<file path="config.mk">
export PLATFORM = sky130hd
export DESIGN_NAME = bullet_pool_flat
export DESIGN_NICKNAME = d
export VERILOG_FILES = /design/src/rtl/bullet_pkg.sv /design/src/rtl/bullet_pool_if.sv /design/src/rtl/bullet_slot.sv /design/src/rtl/bullet_pool.sv /design/src/flat_wrapper.sv
export SDC_FILE = /design/constraint.sdc
export NUM_CORES = 1
export LEC_CHECK = 0
export BUFFER_PORTS_ARGS = -buffer_cell sky130_fd_sc_hd__clkbuf_2
export CAP_MARGIN = 30
export CELL_PAD_IN_SITES_DETAIL_PLACEMENT = 0
export CELL_PAD_IN_SITES_GLOBAL_PLACEMENT = 1
export CORE_MARGIN = 4
export CORE_UTILIZATION = 30
export CTS_CLUSTER_DIAMETER = 80
export DETAILED_ROUTE_END_ITERATION = 16
export PLACE_DENSITY_LB_ADDON = 0.1
export SLEW_MARGIN = 0
export SYNTH_ARGS = -nofsm -noshare
export SYNTH_HDL_FRONTEND = slang
export SYNTH_SLANG_ARGS = --single-unit
</file>
<file path="constraint.sdc">
create_clock -name frame_clk -period 5.61 [get_ports frame_clk]
set_input_delay 0.561 -clock frame_clk [delete_from_list [all_inputs] [get_ports frame_clk]]
set_output_delay 0.561 -clock frame_clk [all_outputs]
set_load 0.005 [all_outputs]
</file>
<file path="src/rtl/bullet_pkg.sv">
// bullet_pkg: shared direction type, screen limits
// and key codes for the player projectile pool.
package bullet_pkg;

  typedef enum logic [1:0] {
    LEFT  = 2'b00,
    RIGHT = 2'b01,
    DOWN  = 2'b10,
    UP    = 2'b11
  } dir_t;

  localparam int COORD_W = 10;
  typedef logic [COORD_W-1:0] coord_t;

  localparam int SCR_X_MIN = 1;
  localparam int SCR_X_MAX = 639;
  localparam int SCR_Y_MIN = 1;
  localparam int SCR_Y_MAX = 479;

  localparam logic [7:0] KEY_SPACE = 8'd44;

endpackage

</file>
<file path="src/rtl/bullet_pool_if.sv">
// bullet_pool_if: player/keyboard inputs and packed
// bullet outputs of the projectile pool.
interface bullet_pool_if #(
  parameter int NUM_BULLETS = 4
);
  import bullet_pkg::*;

  logic [1:0]               direction;
  logic [7:0]               keycode;
  coord_t                   BallX;
  coord_t                   BallY;
  logic                     upgraded;
  logic [NUM_BULLETS-1:0]   kill;
  logic [10*NUM_BULLETS-1:0] BulletX;
  logic [10*NUM_BULLETS-1:0] BulletY;
  coord_t                   BulletS;
  logic [NUM_BULLETS-1:0]   bullet_on;
  logic [$clog2(NUM_BULLETS+1)-1:0] active_count;
  logic                     fire_event;

  modport master (
    output direction, keycode, BallX, BallY,
    output upgraded, kill,
    input  BulletX, BulletY, BulletS,
    input  bullet_on, active_count, fire_event
  );

  modport slave (
    input  direction, keycode, BallX, BallY,
    input  upgraded, kill,
    output BulletX, BulletY, BulletS,
    output bullet_on, active_count, fire_event
  );

endinterface

</file>
<file path="src/rtl/bullet_slot.sv">
// bullet_slot: one projectile; latches direction and
// position on alloc, moves each frame, dies at edge/kill.
module bullet_slot
  import bullet_pkg::*;
#(
  parameter int STEP          = 12,
  parameter int UPGRADE_BONUS = 6,
  parameter int BULLET_SIZE   = 2,
  parameter int X_MIN         = SCR_X_MIN,
  parameter int X_MAX         = SCR_X_MAX,
  parameter int Y_MIN         = SCR_Y_MIN,
  parameter int Y_MAX         = SCR_Y_MAX
) (
  input  logic   frame_clk,
  input  logic   Reset,
  input  logic   alloc,
  input  dir_t   direction,
  input  coord_t ball_x,
  input  coord_t ball_y,
  input  logic   upgraded,
  input  logic   kill,
  output logic   active,
  output coord_t pos_x,
  output coord_t pos_y
);

  localparam coord_t BS   = coord_t'(BULLET_SIZE);
  localparam coord_t HI_X = coord_t'(X_MAX);
  localparam coord_t HI_Y = coord_t'(Y_MAX);
  localparam coord_t LO_X = coord_t'(X_MIN + BULLET_SIZE);
  localparam coord_t LO_Y = coord_t'(Y_MIN + BULLET_SIZE);

  dir_t   dir;
  coord_t d;
  coord_t sum_x;
  coord_t sum_y;
  logic   at_edge;

  // wrapped underflow lands far above MAX, so the
  // same 10-bit edge test also retires it
  always_comb begin
    d = coord_t'(STEP);
    if (upgraded)
      d = coord_t'(STEP + UPGRADE_BONUS);
    sum_x   = pos_x + BS;
    sum_y   = pos_y + BS;
    at_edge = (sum_x >= HI_X) || (pos_x <= LO_X) ||
              (sum_y >= HI_Y) || (pos_y <= LO_Y);
  end

  always_ff @(posedge frame_clk or posedge Reset) begin
    if (Reset) begin
      active <= 1'b0;
      dir    <= LEFT;
      pos_x  <= '0;
      pos_y  <= '0;
    end else if (!active) begin
      pos_x <= ball_x;
      pos_y <= ball_y;
      if (alloc) begin
        active <= 1'b1;
        dir    <= direction;
      end
    end else if (at_edge || kill) begin
      active <= 1'b0;
    end else begin
      unique case (dir)
        LEFT:  pos_x <= pos_x - d;
        RIGHT: pos_x <= pos_x + d;
        DOWN:  pos_y <= pos_y + d;
        UP:    pos_y <= pos_y - d;
      endcase
    end
  end

endmodule

</file>
<file path="src/rtl/bullet_pool.sv">
// bullet_pool: press tracking, fire cooldown, lowest-free
// slot allocation and output packing for NUM_BULLETS slots.
module bullet_pool
  import bullet_pkg::*;
#(
  parameter int         NUM_BULLETS     = 4,
  parameter logic [7:0] FIRE_KEY        = KEY_SPACE,
  parameter int         STEP            = 12,
  parameter int         UPGRADE_BONUS   = 6,
  parameter int         COOLDOWN_FRAMES = 8,
  parameter int         BULLET_SIZE     = 2,
  parameter int         X_MIN           = SCR_X_MIN,
  parameter int         X_MAX           = SCR_X_MAX,
  parameter int         Y_MIN           = SCR_Y_MIN,
  parameter int         Y_MAX           = SCR_Y_MAX
) (
  input logic frame_clk,
  input logic Reset,
  bullet_pool_if.slave bus
);

  localparam int CW = (COOLDOWN_FRAMES > 0) ?
                      $clog2(COOLDOWN_FRAMES + 1) : 1;
  localparam int AW = $clog2(NUM_BULLETS + 1);

  logic                   released;
  logic [CW-1:0]          cooldown;
  logic                   fire_event;
  logic                   fire_key;
  logic                   fire;
  logic [NUM_BULLETS-1:0] active;
  logic [NUM_BULLETS-1:0] free;
  logic [NUM_BULLETS-1:0] grant;
  logic [NUM_BULLETS-1:0] alloc;
  logic [AW-1:0]          cnt;
  coord_t                 px [NUM_BULLETS];
  coord_t                 py [NUM_BULLETS];

  // isolate lowest set bit of free mask
  always_comb begin
    fire_key = (bus.keycode == FIRE_KEY);
    free     = ~active;
    grant    = free & (~free + NUM_BULLETS'(1));
    fire     = fire_key && released &&
               (cooldown == '0) && (|free);
    alloc    = fire ? grant : '0;
  end

  always_comb begin
    cnt = '0;
    for (int i = 0; i < NUM_BULLETS; i++)
      cnt = cnt + AW'(active[i]);
  end

  always_ff @(posedge frame_clk or posedge Reset) begin
    if (Reset) begin
      released   <= 1'b1;
      cooldown   <= '0;
      fire_event <= 1'b0;
    end else begin
      released   <= !fire_key;
      fire_event <= fire;
      if (fire)
        cooldown <= CW'(COOLDOWN_FRAMES);
      else if (cooldown != '0)
        cooldown <= cooldown - CW'(1);
    end
  end

  for (genvar i = 0; i < NUM_BULLETS; i++) begin : g_slot
    bullet_slot #(
      .STEP          (STEP),
      .UPGRADE_BONUS (UPGRADE_BONUS),
      .BULLET_SIZE   (BULLET_SIZE),
      .X_MIN         (X_MIN),
      .X_MAX         (X_MAX),
      .Y_MIN         (Y_MIN),
      .Y_MAX         (Y_MAX)
    ) u_slot (
      .frame_clk (frame_clk),
      .Reset     (Reset),
      .alloc     (alloc[i]),
      .direction (dir_t'(bus.direction)),
      .ball_x    (bus.BallX),
      .ball_y    (bus.BallY),
      .upgraded  (bus.upgraded),
      .kill      (bus.kill[i]),
      .active    (active[i]),
      .pos_x     (px[i]),
      .pos_y     (py[i])
    );
  end

  always_comb begin
    bus.BulletX = '0;
    bus.BulletY = '0;
    for (int i = 0; i < NUM_BULLETS; i++) begin
      bus.BulletX[10*i +: 10] = px[i];
      bus.BulletY[10*i +: 10] = py[i];
    end
  end

  assign bus.BulletS      = coord_t'(BULLET_SIZE);
  assign bus.bullet_on    = active;
  assign bus.active_count = cnt;
  assign bus.fire_event   = fire_event;

endmodule

</file>
<file path="src/flat_wrapper.sv">
// flat-port wrapper written by rule: the top's interface ports become plain ports
module bullet_pool_flat import bullet_pkg::*;
#(
  parameter int         NUM_BULLETS     = 4,
  parameter logic [7:0] FIRE_KEY        = KEY_SPACE,
  parameter int         STEP            = 12,
  parameter int         UPGRADE_BONUS   = 6,
  parameter int         COOLDOWN_FRAMES = 8,
  parameter int         BULLET_SIZE     = 2,
  parameter int         X_MIN           = SCR_X_MIN,
  parameter int         X_MAX           = SCR_X_MAX,
  parameter int         Y_MIN           = SCR_Y_MIN,
  parameter int         Y_MAX           = SCR_Y_MAX
)
  (frame_clk, Reset, bus_direction, bus_keycode, bus_BallX, bus_BallY, bus_upgraded, bus_kill, bus_BulletX, bus_BulletY, bus_BulletS, bus_bullet_on, bus_active_count, bus_fire_event);
  bullet_pool_if #(.NUM_BULLETS(NUM_BULLETS)) bus_i ();
  input logic frame_clk;
  input logic Reset;
  input wire logic [$bits(bus_i.direction)-1:0] bus_direction;
  input wire logic [$bits(bus_i.keycode)-1:0] bus_keycode;
  input wire logic [$bits(bus_i.BallX)-1:0] bus_BallX;
  input wire logic [$bits(bus_i.BallY)-1:0] bus_BallY;
  input wire logic [$bits(bus_i.upgraded)-1:0] bus_upgraded;
  input wire logic [$bits(bus_i.kill)-1:0] bus_kill;
  output wire logic [$bits(bus_i.BulletX)-1:0] bus_BulletX;
  output wire logic [$bits(bus_i.BulletY)-1:0] bus_BulletY;
  output wire logic [$bits(bus_i.BulletS)-1:0] bus_BulletS;
  output wire logic [$bits(bus_i.bullet_on)-1:0] bus_bullet_on;
  output wire logic [$bits(bus_i.active_count)-1:0] bus_active_count;
  output wire logic [$bits(bus_i.fire_event)-1:0] bus_fire_event;
  assign bus_i.direction = bus_direction;
  assign bus_i.keycode = bus_keycode;
  assign bus_i.BallX = bus_BallX;
  assign bus_i.BallY = bus_BallY;
  assign bus_i.upgraded = bus_upgraded;
  assign bus_i.kill = bus_kill;
  assign bus_BulletX = bus_i.BulletX;
  assign bus_BulletY = bus_i.BulletY;
  assign bus_BulletS = bus_i.BulletS;
  assign bus_bullet_on = bus_i.bullet_on;
  assign bus_active_count = bus_i.active_count;
  assign bus_fire_event = bus_i.fire_event;
  bullet_pool #(.NUM_BULLETS(NUM_BULLETS), .FIRE_KEY(FIRE_KEY), .STEP(STEP), .UPGRADE_BONUS(UPGRADE_BONUS), .COOLDOWN_FRAMES(COOLDOWN_FRAMES), .BULLET_SIZE(BULLET_SIZE), .X_MIN(X_MIN), .X_MAX(X_MAX), .Y_MIN(Y_MIN), .Y_MAX(Y_MAX)) u_core (.frame_clk(frame_clk), .Reset(Reset), .bus(bus_i));
endmodule
</file>
[Word-level counts from Yosys, hierarchy flattened]
Index checks and enable logic that the tools add are counted.
Widths: inputs -> output; s select.
Storage, ports and cells
  input port bits: 37
  output and inout bits: 98
  word-level logic and storage cells: 176
  bits in registers: 98
Operators by class
  bitwise gates (word level): 7
  add/sub/neg operators: 29
  eq/ne operators: 25
  reductions and logical operators: 40
  muxes and demuxes: 40
  $lt $le $gt $ge: 16
Operators with widths (count)
  $mux 10: 16
  $pmux 10 s2: 8
  $add 10x2->10 const B: 8
  $le 10x2->1 const B: 8
  $add 10x10->10: 6
  $sub 10x10->10: 6
  $ge 10x10->1 const B: 4
  $ge 10x9->1 const B: 4
  $ne 3x1->1 const B: 8
  $reduce_and 2->1: 12
  $add 10x5->10: 2
  $sub 10x5->10: 2
  $eq 2x2->1 const B: 8
  $logic_or 1x1->1: 16
  $mux 1: 12
  $mux 4: 3
  $eq 2x1->1 const B: 4
  $eq 8x6->1 const B: 1
  $logic_not 2->1: 4
  $ne 2x2->1 const B: 4
  $not 4->4: 2
  $add 3x1->3: 2
  $mux 5: 1
  $add 4x1->4 const B: 1
  other kinds (10): 15

[Logic depth before layout (Yosys ltp)]
  word-level depth: 8
  gate-level depth with buffers: 13
  depth with buffers taken out: 12

[By module]
Synthesis repeated with hierarchy kept, for this count alone.
Unflattened totals
  cell total of the unflattened synthesis: 963
  area total of the unflattened synthesis: 8637.0 sq um
By module, submodules not included
  bullet_slot: cells an instance 227, seq. area each 575.6 sq um, instances 4, area an instance 2031.9 sq um
  bullet_pool: cells an instance 55, seq. area each 151.4 sq um, instances 1, area an instance 509.2 sq um

[Worst setup path after synthesis]
OpenSTA, ideal clock, no wires.
  path kind: flip-flop to flip-flop
  start: reg u_core.g_slot[3].u_slot.dir[1]
  end: reg u_core.g_slot[3].u_slot.pos_y[9]
  required time: 5.484 ns
  buffers on the path: 1
  stages on the path, launching flop included: 13
  library setup time: 0.126 ns
  slack: 2.632 ns
  arrival time: 2.852 ns
  period minus slack after synthesis: 2.978 ns
  path through: dfrtp_1 > clkbuf_1 > and2_1 > ha_1 > inv_1 > ha_1 > a21oi_1 > a21oi_1 > a2111oi_0 > a21oi_1 > xor2_1 > mux2i_1 > a311o_1
Between the ends
  longest elaborated chain between the ends: 4
  elaborated cells on any way between the ends: 7
  those cells by class: eq/ne: 3; mux: 3; reduce/logical: 1
Ends and longest elaborated chain
  start, declared: RTL line bullet_slot.sv:33  | dir_t dir;
  start signal, assigned: RTL line bullet_slot.sv:62  | dir <= direction;
  $eq 2x2->1: RTL line bullet_slot.sv:67  | unique case (dir)
  $pmux 10 s2: RTL line bullet_slot.sv:67
  $mux 10: RTL line bullet_slot.sv:64  | end else if (at_edge || kill) begin
  $mux 10: RTL line bullet_slot.sv:57  | end else if (!active) begin
  end signal, assigned: RTL line bullet_slot.sv:59  | pos_y <= ball_y;
  end signal, assigned: RTL line bullet_slot.sv:70  | DOWN: pos_y <= pos_y + d;
  end signal, assigned: RTL line bullet_slot.sv:71  | UP: pos_y <= pos_y - d;
  end, declared: RTL line bullet_slot.sv:24  | output coord_t pos_y
Parallel ways exist; a longest one is shown, timed or not. The select of a mux whose other input is x is not followed.
A chain may end at the register's enable or synchronous reset.

[Final worst setup path]
  start: reg u_core.g_slot[2].u_slot.pos_x[2]
  end: reg u_core.g_slot[2].u_slot.pos_x[3]
Between the ends
  longest elaborated chain between the ends: 8
  elaborated cells on any way between the ends: 14
  those cells by class: add/sub: 3; order compare: 2; eq/ne: 1; mux: 3; reduce/logical: 5
Ends and longest elaborated chain
  start, declared: RTL line bullet_slot.sv:23  | output coord_t pos_x,
  start signal, assigned: RTL line bullet_slot.sv:58  | pos_x <= ball_x;
  start signal, assigned: RTL line bullet_slot.sv:68  | LEFT: pos_x <= pos_x - d;
  start signal, assigned: RTL line bullet_slot.sv:69  | RIGHT: pos_x <= pos_x + d;
  $add 10x2->10: RTL line bullet_slot.sv:45  | sum_x = pos_x + BS;
  $ge 10x10->1: RTL line bullet_slot.sv:47  | at_edge = (sum_x >= HI_X) || (pos_x <= LO_X) ||
  $logic_or 1x1->1 (2 in series): RTL line bullet_slot.sv:47
  $logic_or 1x1->1: RTL line bullet_slot.sv:48  | (sum_y >= HI_Y) || (pos_y <= LO_Y);
  $logic_or 1x1->1: RTL line bullet_slot.sv:64
  $ne 2x2->1 (no source line)
  $reduce_and 2->1 (no source line)
Parallel ways exist; a longest one is shown, timed or not. The select of a mux whose other input is x is not followed.

==> results.md <==
- Post-synth ARST share: 100%
- Status: finished, final reports clean
- Max_cap viols: 0
- Internal: 1.31 mW
- Fin area: about 9600 um2
- Setup crit end kind: register
- I/O Buffers: 124
- Critical path, cell by cell: ha_1 -> and4b_1 -> a2111oi_0 -> o32ai_1 -> a211oi_2 -> nor2b_1 -> mux2_2 -> mux2_2
- GP Congestion: 0.785
- Yosys top cell by area: dfrtp_1
- Post-DP HPWL: 20.1 mm
- Library cells used by synthesis: between 70 and 80
- Worst reg2reg path startpoint: u_core.g_slot[2].u_slot.pos_x[2]$_DFFE_PP0P_
- CP delay by family, top: simple AND/OR/NAND/NOR gates
- Reg-to-Reg End: u_core.g_slot[2].u_slot.pos_x[3]$_DFFE_PP0P_
- Clk_skew: 9.65 ps
- First-iteration detailed-routing DRC count: 407
- Hold/Removal Path Class: in2async
- Mapped Area: between 8000 and 9000 um2
- Share of layout cells above drive strength 1: between 10% and 20%
- Final max-slew violation count: 0
- Crit-path most repeated cell: mux2_2
- Vias: slightly above 7000
- DRC Markers: 0
- Core region area: ~27000 um2
- Power per cell area: 202 nW/um2
- Post-synthesis average cell area: approximately 9.1 um2
- Slowest CP cell: nor2b_1
- H-tree depth: 3
- Largest net degree at the start of global routing: 52
- Worst endpoint required time: between 5000 and 6000 ps
- Compound-cell area share of the yosys netlist: approximately 16%
- Synth area leaders: dfrtp_1 (29%), ha_1 (13%), mux2i_1 (7.6%)
- Num ports: 135
- CTS tree: yes
- CTS Hold Bufs: 0
- Post-synthesis simple-gate area fraction: 17.3%
- Leak: around 4.6 nW
- Seq cells post-synth: just under 100
- CTS Buf Count: 9
- Final worst-path setup slack: around 2100 ps
- Via/cell ratio: slightly above 5
- Least-Margin Pin Slew: 1050 ps
- Fin util: a little over a third
- Largest family of logic cells by synthesized area: simple AND/OR/NAND/NOR gates
- Gr usage total: 17.0%
- Non-filler cells in the finished layout: about 1400
- Setup violations, final: 0
- Crit share post-route: 62.4%
- Detailed Routing Iterations Pass 1: 4
- Startpoint type of the worst setup path: register
- Placed insts: about 1400
- Fmax achieved: about 290 MHz
- Post-CTS Setup Repair Bufs: 0
- Routed wire length: between 20 and 30 mm
- Final Hold Viols: 0
- Reg2Reg Setup Slack: roughly 2100 ps
- Placement Setup Slack: roughly 1900 ps
- Register area share after synthesis: just under 30%
- Dpl cell area: 9290 um2
- Unrepaired setup endpoints after global routing: false
- Area Growth Syn to Fin: 14.8%
- Synth warn: 0
- ANT nets after route: 0
- Main flop type after synthesis: dfrtp_1
- Die area: just over 30000 um2
- Global route overflow: 0
- DR WL/cell: around 18 um
- Row count: 60
- Initial cell density of the core: 30.7%
- Die W: between 150 and 200 um
- CP arrival: 3740 ps
- Vias in the first global route: approximately 7000
- Seq pwr share: 42.5%
- Rel. slew slack: between 20% and 30%
- Clock share of power: around 34%
- Logic pwr share: approximately a quarter
- Worst-path clk slew: around 70 ps
- Clock sink total: 98
- Post-synth top area share: between 20 and 30%
- Post-cts sizing count: 0
- Inserted Diodes: 0
- Clk root buf: clkbuf_16
- Multiplexer share of the synthesized area: a little under an eighth
- Number of synthesized flops with an enable pin: 0
- Fin crit period: 3500 ps
- Sw power: ~620 uW
- Post-synthesis xor/xnor area fraction: under 10%
- Clock latency on the worst-skew pair: around 350 ps
- Crit Path Category: reg2reg
- Die extent in y: between 150 and 200 um
- CTS max path bufs: 2
- R2r worst-path depth: 8
- Worst IR Drop VDD: between 0.00015 and 0.0002 V
- Sw Ratio: roughly 32%
- CP peak stage delay: just under 800 ps
- Initial antenna violation count: 1
- Buffers and inverters on the worst path: 0
- NumNets Final: between 1000 and 1500
- Global-route wire length before repair: between 40 and 50 mm
- Post-synthesis adder-cell area fraction: about 15%
- Syn Inst Count: approximately 920
- Crit Path Max Fanout: 9
- Final TNS setup: 0 ps
## worst register-to-register path: cells and delay by family (launching register included)
family	cells	cell delay, ps
AND/OR/NAND/NOR	2	970
AO/OA/AOI/OAI	3	930
multiplexers	2	680
flip-flops	1	480
adder cells (fa/ha/maj)	1	320
## cell type report
| class | count | area, um2 |
|---|---|---|
| Fill cell | 2907 | 17600 |
| Multi-Input combinational cell | 757 | 5580 |
| Sequential cell | 98 | 2450 |
| Timing Repair Buffer | 130 | 666 |
| Tap cell | 372 | 465 |
| Clock buffer | 9 | 225 |
| Inverter | 34 | 130 |
| Clock inverter | 7 | 68.8 |
## state kept, by name, indices dropped and copies added (netlist names)
name / flops
u_core.g_slot.u_slot.pos_x: 40
u_core.g_slot.u_slot.pos_y: 40
u_core.g_slot.u_slot.dir: 8
u_core.cooldown: 4
u_core.g_slot.u_slot.active: 4
u_core.bus.fire_event: 1
u_core.released: 1
## cell usage after synthesis (all sizes together) (11+ instances only)
| cell | count |
|---|---|
| nor2 | 107 |
| dfrtp | 97 |
| a21oi | 96 |
| ha | 88 |
| mux2i | 63 |
| xnor2 | 54 |
| nand2 | 44 |
| inv | 34 |
| mux2 | 29 |
| nand3 | 25 |
| buf | 20 |
| o21ai | 19 |
| clkbuf | 17 |
| nor3 | 16 |
| nor4 | 16 |
| a21o | 15 |
| a31oi | 12 |
| xor2 | 11 |
## power by group through the flow
stage / registers (mW) / logic (mW) / clock network [mW]
2_1_floorplan: 0.815 / 0.341 / 0
3_3_place_gp: 0.838 / 0.473 / 0
3_5_place_dp: 0.837 / 0.473 / 0
4_1_cts: 0.824 / 0.475 / 0.678
5_1_grt: 0.833 / 0.536 / 0.706
6_report: 0.822 / 0.466 / 0.648
## through the flow
stage          power, mW  hold slack (ps)
4_1_cts             1.98              353
2_1_floorplan       1.16              465
6_report            1.94              302
3_3_place_gp        1.31              491
5_1_grt             2.07              362
3_5_place_dp        1.31              499
## how the worst max path moves through the flow
stage	startpoint	to	slack, ps	depth (start not counted)
after CTS	u_core.g_slot[2].u_slot.pos_x[2]$_DFFE_PP0P_	u_core.g_slot[2].u_slot.pos_x[3]$_DFFE_PP0P_	2050	8
after global placement	bus_upgraded	u_core.g_slot[3].u_slot.pos_y[9]$_DFFE_PP0P_	2010	11
after global routing	u_core.g_slot[2].u_slot.pos_x[2]$_DFFE_PP0P_	u_core.g_slot[2].u_slot.pos_x[3]$_DFFE_PP0P_	1810	8
after detailed placement	bus_upgraded	u_core.g_slot[3].u_slot.pos_y[9]$_DFFE_PP0P_	1930	11
final	u_core.g_slot[2].u_slot.pos_x[2]$_DFFE_PP0P_	u_core.g_slot[2].u_slot.pos_x[3]$_DFFE_PP0P_	2110	8
after floorplan	Reset	u_core.bus.fire_event$_DFF_PP0_	2490	1
## cells in the final DEF (no fill, tap or decap), types with 6 or more instances in the layout
cell,synthesis,final
a21o_1,15,15
a21oi_1,95,95
a31oi_1,12,12
and2_1,10,10
and3_1,9,9
buf_4,15,6
clkbuf_16,0,9
clkbuf_2,0,124
conb_1,2,10
dfrtp_1,97,97
ha_1,88,88
inv_1,34,33
mux2_2,27,27
mux2i_1,63,63
nand2_1,44,44
nand2b_1,6,6
nand3_1,25,25
nand4_1,6,6
nor2_1,107,107
nor2b_1,7,7
nor3_1,16,16
nor4_1,16,16
o211ai_1,8,8
o21a_1,10,10
o21ai_0,18,18
or2_2,6,6
xnor2_1,54,54
xor2_1,11,11
## cell families (layout without fill, tap and decap cells)
| family | count (synthesis) | in the layout |
|---|---|---|
| AO/OA/AOI/OAI | 208 | 208 |
| XOR/XNOR | 65 | 65 |
| adder cells (fa/ha/maj) | 95 | 95 |
| buffers and inverters | 71 | 180 |
| flip-flops | 98 | 98 |
| multiplexers | 92 | 92 |
| other | 2 | 10 |
| AND/OR/NAND/NOR | 287 | 287 |
## layer usage
| metal | vias to the layer above | part of all wire, % | GRT usage (%) | routed length (um) |
|---|---|---|---|---|
| met5 | - | 0 | 0 | 0 |
| met4 | 0 | 0.97 | 2.75 | 253 |
| met3 | 15 | 4.3 | 2.47 | 1110 |
| met2 | 127 | 46 | 27.4 | 11800 |
| met1 | 3407 | 49 | 24.8 | 12800 |
| li1 | 3591 | - | - | - |
No activity file was read; power rests on OpenSTA's default activity.
